<file path="src/rtl/pwm_pkg.sv">
// Shared definitions for the pulse width meter: default sizes, a
// constant-evaluable clog2 and the {chan, width} event record.
package pwm_pkg;

  localparam int WIDTH_DEF  = 48;
  localparam int CNT_W_DEF  = 8;
  localparam int DROP_W_DEF = 16;

  // A result of 0 would mean a zero-width index, so the minimum is 1.
  function automatic int clog2(input int n);
    int r;
    r = 0;
    while ((1 << r) < n) r++;
    return (r == 0) ? 1 : r;
  endfunction

  localparam int CH_W_DEF = clog2(WIDTH_DEF);

  typedef struct packed {
    logic [CH_W_DEF-1:0]  chan;
    logic [CNT_W_DEF-1:0] width;
  } ev_t;

endpackage

</file>
<file path="src/rtl/pulse_width_chan.sv">
// One channel of the meter: edge detect, high-time counter and a
// single-entry pending slot for the completed width.
module pulse_width_chan #(
  parameter int CNT_W = 8
) (
  input  logic             clk,
  input  logic             rst,
  input  logic             sig,
  input  logic             pop,
  output logic             pend,
  output logic [CNT_W-1:0] pend_w,
  output logic             drop
);

  logic             in_d;
  logic             track;
  logic [CNT_W-1:0] cnt;
  logic             rise;
  logic             fall;
  logic             load;

  function automatic logic [CNT_W-1:0] sat_inc(input logic [CNT_W-1:0] v);
    return (&v) ? v : v + CNT_W'(1);
  endfunction

  assign rise = sig & ~in_d;
  assign fall = ~sig & in_d;
  // A popped slot is free again in the same cycle, so a fall can refill it.
  assign load = fall & track & (~pend | pop);
  assign drop = fall & track & pend & ~pop;

  always_ff @(posedge clk) begin
    if (rst) begin
      in_d  <= 1'b1;
      track <= 1'b0;
      cnt   <= '0;
      pend  <= 1'b0;
    end else begin
      in_d <= sig;
      if (rise) begin
        cnt   <= CNT_W'(1);
        track <= 1'b1;
      end else if (sig && track) begin
        cnt <= sat_inc(cnt);
      end
      if (fall) track <= 1'b0;
      if (load)     pend <= 1'b1;
      else if (pop) pend <= 1'b0;
    end
  end

  always_ff @(posedge clk) begin
    if (load) pend_w <= cnt;
  end

endmodule

</file>
<file path="src/rtl/pulse_width_meter.sv">
// Per-channel pulse width measurement with a round-robin arbiter feeding a
// single valid/ready event register, plus sticky drop bookkeeping.
module pulse_width_meter import pwm_pkg::*; #(
  parameter int  WIDTH  = WIDTH_DEF,
  parameter int  CNT_W  = CNT_W_DEF,
  parameter int  DROP_W = DROP_W_DEF,
  localparam int CH_W   = clog2(WIDTH)
) (
  input  logic              clk,
  input  logic              rst,
  input  logic [WIDTH-1:0]  sig_in,
  output logic              ev_valid,
  input  logic              ev_ready,
  output logic [CH_W-1:0]   ev_chan,
  output logic [CNT_W-1:0]  ev_width,
  output logic [WIDTH-1:0]  ovf_flags,
  input  logic              clr_ovf,
  output logic [DROP_W-1:0] drop_count
);

  logic [WIDTH-1:0] pend;
  logic [WIDTH-1:0] drop;
  logic [WIDTH-1:0] pop;
  logic [CNT_W-1:0] pend_w [WIDTH];
  logic [CH_W-1:0]  rr_ptr;
  logic [CH_W-1:0]  sel;
  logic [CH_W-1:0]  idx;
  logic             found;
  logic             load;
  logic [CH_W:0]    drop_n;

  function automatic logic [DROP_W-1:0] sat_add(input logic [DROP_W-1:0] a,
                                                 input logic [CH_W:0]     b);
    logic [DROP_W:0] s;
    s = {1'b0, a} + (DROP_W+1)'(b);
    return s[DROP_W] ? '1 : s[DROP_W-1:0];
  endfunction

  for (genvar g = 0; g < WIDTH; g++) begin : g_chan
    pulse_width_chan #(.CNT_W(CNT_W)) u_chan (
      .clk    (clk),
      .rst    (rst),
      .sig    (sig_in[g]),
      .pop    (pop[g]),
      .pend   (pend[g]),
      .pend_w (pend_w[g]),
      .drop   (drop[g])
    );
  end

  // Search starts one past the last winner so every channel gets a turn.
  always_comb begin
    found = 1'b0;
    sel   = '0;
    idx   = '0;
    for (int i = 1; i <= WIDTH; i++) begin
      idx = CH_W'((int'(rr_ptr) + i) % WIDTH);
      if (!found && pend[idx]) begin
        found = 1'b1;
        sel   = idx;
      end
    end
  end

  assign load = ~ev_valid | ev_ready;

  always_comb begin
    pop = '0;
    if (load && found) pop[sel] = 1'b1;
  end

  always_comb begin
    drop_n = '0;
    for (int i = 0; i < WIDTH; i++) drop_n = drop_n + (CH_W+1)'(drop[i]);
  end

  always_ff @(posedge clk) begin
    if (rst) begin
      ev_valid <= 1'b0;
      ev_chan  <= '0;
      ev_width <= '0;
      rr_ptr   <= CH_W'(WIDTH - 1);
    end else if (load) begin
      ev_valid <= found;
      if (found) begin
        ev_chan  <= sel;
        ev_width <= pend_w[sel];
        rr_ptr   <= sel;
      end
    end
  end

  // A drop landing on the clear strobe survives the clear.
  always_ff @(posedge clk) begin
    if (rst) begin
      ovf_flags  <= '0;
      drop_count <= '0;
    end else if (clr_ovf) begin
      ovf_flags  <= drop;
      drop_count <= sat_add('0, drop_n);
    end else begin
      ovf_flags  <= ovf_flags | drop;
      drop_count <= sat_add(drop_count, drop_n);
    end
  end

endmodule
</file>
<file path="config.mk">
export PLATFORM = sky130hd
export DESIGN_NAME = pulse_width_meter
export DESIGN_NICKNAME = d
export VERILOG_FILES = /design/src/rtl/pwm_pkg.sv /design/src/rtl/pulse_width_chan.sv /design/src/rtl/pulse_width_meter.sv
export SDC_FILE = /design/constraint.sdc
export NUM_CORES = 2
export LEC_CHECK = 0
export CAP_MARGIN = 15
export CORE_UTILIZATION = 55
export DETAILED_ROUTE_END_ITERATION = 10
export PLACE_DENSITY = 0.75
export SLEW_MARGIN = 20
export SYNTH_ARGS = -nofsm -noshare
export SYNTH_HDL_FRONTEND = slang
export SYNTH_HIERARCHICAL = 1
export SYNTH_SLANG_ARGS = --single-unit
</file>
<file path="constraint.sdc">
create_clock -name clk -period 14 [get_ports clk]
set_clock_uncertainty 0.15 [all_clocks]
set_input_delay 3.5 -clock clk [delete_from_list [all_inputs] [get_ports clk]]
set_output_delay 3.5 -clock clk [all_outputs]
set_load 0.005 [all_outputs]
</file>
==> results.json <==
{
  "grt_max_degree": 128,
  "slew_headroom": 0.164,
  "async_reset_ff_frac": 0,
  "hold_buffers": 0,
  "wl_per_cell_um": 29.5,
  "slew_viol_final": 0,
  "first_pass_iters": 6,
  "crit_arrival_ns": 14.11,
  "hold_viol": 0,
  "placed_cell_area_mm2": 0.0691,
  "final_cells": 8816,
  "num-nets-final": 7453,
  "cts_tree": "yes",
  "grt-ovfl-total": 0,
  "preCtsSetupSlack_ns": -0.463,
  "hold_class": "reg -> reg",
  "setup_violations": 0,
  "yosysTopAreaCell": "dfxtp_1",
  "syn_nets": 6870,
  "die_y_um": 340,
  "io_pins": 131,
  "synth_most_common_cell": "nor2_1",
  "core_mm2": 0.113,
  "io_buffers": 130,
  "n_fill_cell": 9262,
  "die_w_um": 340,
  "postLayoutSetupSlackWorst_ns": 0.342,
  "grt_antenna_before_repair": 18,
  "cp_slowest_stage_delay_ns": 0.55,
  "synth_area_mm2": 0.0629,
  "synth_flop_cell": "dfxtp_1",
  "syn2layout_area_growth_pct": 16.2,
  "start_util": 0.557,
  "clock_path_buffers": 3,
  "fin_tns_setup_ns": 0,
  "synth_cell_types": 131,
  "routed_via_density": 6.78,
  "start_kind": "flop",
  "multiInputGateArea_mm2": 0.0369,
  "cap_viol_max_count": 0,
  "cts_root_buf": "clkbuf_16",
  "ys_seq_elements": 996,
  "cts_max_level": 3,
  "timing.final.crit_period_ns": 13.66,
  "hpwl_um": 202000,
  "grt_pass1_wl_um": 375000,
  "synth-seq-area-share": 0.378,
  "syn_avg_cell_area_um2": 9.48,
  "regArea_mm2": 0.0238,
  "cpMostUsedCell": "buf_4",
  "num_vias": 59785,
  "clk_pin_slew_worst_paths_ns": 0.10,
  "dp_cells": 8601,
  "outcome": "finished, final reports clean",
  "synthTopCellsByArea": "dfxtp_1, edfxtp_1, nor2_1",
  "cts.sinks": 996,
  "track_usage": 0.437,
  "crit_type": "reg -> reg",
  "numCtsBuffers": 101,
  "route.antenna.remaining_nets": 0,
  "synth_edf_count": 384,
  "crit_fanout": 10,
  "max_freq_mhz": 73.2,
  "critPathRequiredTime_ns": 14.45,
  "yosysTopAreaCellShare": 0.195,
  "ys_warn_count": 6,
  "drt-total-wl_um": 260000,
  "rows": 123,
  "slowest_stage": "fa_1",
  "tightestPinTransition_ns": 1.25,
  "grt_pass1_vias": 55647,
  "synthCells": 6639,
  "die-area_mm2": 0.116,
  "drcViolationCount": 0,
  "clock_latency_ns": 0.72,
  "stdcell_area_mm2": 0.0731,
  "yosys-top-cells-count": "nor2_1, dfxtp_1, nand2_1, a21oi_1, edfxtp_1",
  "fin_crit_sh": 0.976,
  "drive_gt1_frac": 0.182,
  "drtIter0Drc": 7292,
  "cp-end-kind": "flop",
  "gp_congestion": 1.14
}
[per-stage QoR]
step | hold WS (ns) | util
after floorplan | 0.303 | -
after global placement | 0.300 | 0.612
after detailed placement | 0.311 | 0.612
after CTS | 0.326 | 0.642
after global routing | 0.348 | 0.647
final | 0.324 | 0.648
[metal layers]
layer | vias to the layer above | routed length [um] | GRT usage
met5 | - | 94 | 0
met4 | 14 | 26500 | 0.363
met3 | 1019 | 25400 | 0.0821
met2 | 3896 | 115000 | 0.685
met1 | 28601 | 92800 | 0.523
li1 | 26255 | - | -
[placed cells by master, fill, tap and decap left out, types with 146 or more instances in the layout]
master    instances
inv_1           194
dfxtp_1         606
buf_4           623
nand3_1         231
xnor2_1         245
nor2_1          679
a211oi_1        200
o21ai_0         171
nand2_1         539
nand2b_1        146
a21oi_1         414
edfxtp_1        384
mux2i_1         177
[final cells by class]
class                           instances  share of cell area
Antenna cell                            5            0.000171
Clock buffer                          130              0.0380
Clock inverter                         62             0.00857
Inverter                              210              0.0109
Multi-Input combinational cell       5140               0.505
Sequential cell                       996               0.325
Tap cell                             1500              0.0257
Timing Repair Buffer                  773              0.0864
[sequential cells by signal (all words and copies together) (netlist names)]
name and flops:
drop_count 16, ev_chan 6, ev_valid 1, ev_width 8, g_chan.u_chan/cnt 384, g_chan.u_chan/in_d 48
g_chan.u_chan/pend 48, g_chan.u_chan/pend_w 384, g_chan.u_chan/track 48, ovf_flags 48, rr_ptr 5
[what timing repair did]
item / 4_1_cts / 5_1_grt
setup endpoints to repair: 16 / 16
setup buffers: 1 / 16
gates resized for setup: 8 / 105
pin swaps: 0 / 19
[critical path: cells and delay by family (launching register included)]
family / cells / cell delay [ns]
and+or+nand+nor: 15 / 2.96
xor gates and xnor gates: 2 / 0.32
DFF: 1 / 0.42
AOI/OAI and AO/OA: 13 / 2.25
buffers and inverters: 13 / 2.00
adders and majority gates: 12 / 4.97
muxes: 2 / 0.38
[worst paths after layout]
kind | cells past startpoint | slack, ns | from | end
worst min-delay path | 2 | 0.32 | ev_chan[5] | ev_chan[5]
worst max register to register | 57 | 0.34 | ev_chan[4] | drop_count[2]
worst max-delay path | 57 | 0.34 | ev_chan[4] | drop_count[2]
worst min register to register | 2 | 0.32 | ev_chan[5] | ev_chan[5]
[cell families (layout without fill, tap and decap cells)]
family | Yosys count | in the layout | synth area share
other | 0 | 5 | 0
AND/OR/NAND/NOR | 2542 | 2542 | 0.211
XOR/XNOR | 365 | 365 | 0.0519
adder cells (fa/ha/maj) | 181 | 181 | 0.0407
flip-flops | 996 | 996 | 0.378
multiplexers | 320 | 320 | 0.0693
AO/OA/AOI/OAI | 1732 | 1732 | 0.206
buffers and inverters | 503 | 1175 | 0.0432
Power is left out: the tool's default activity adds up to more than one toggle a clock period on the data nets, which glitch-free logic cannot reach.
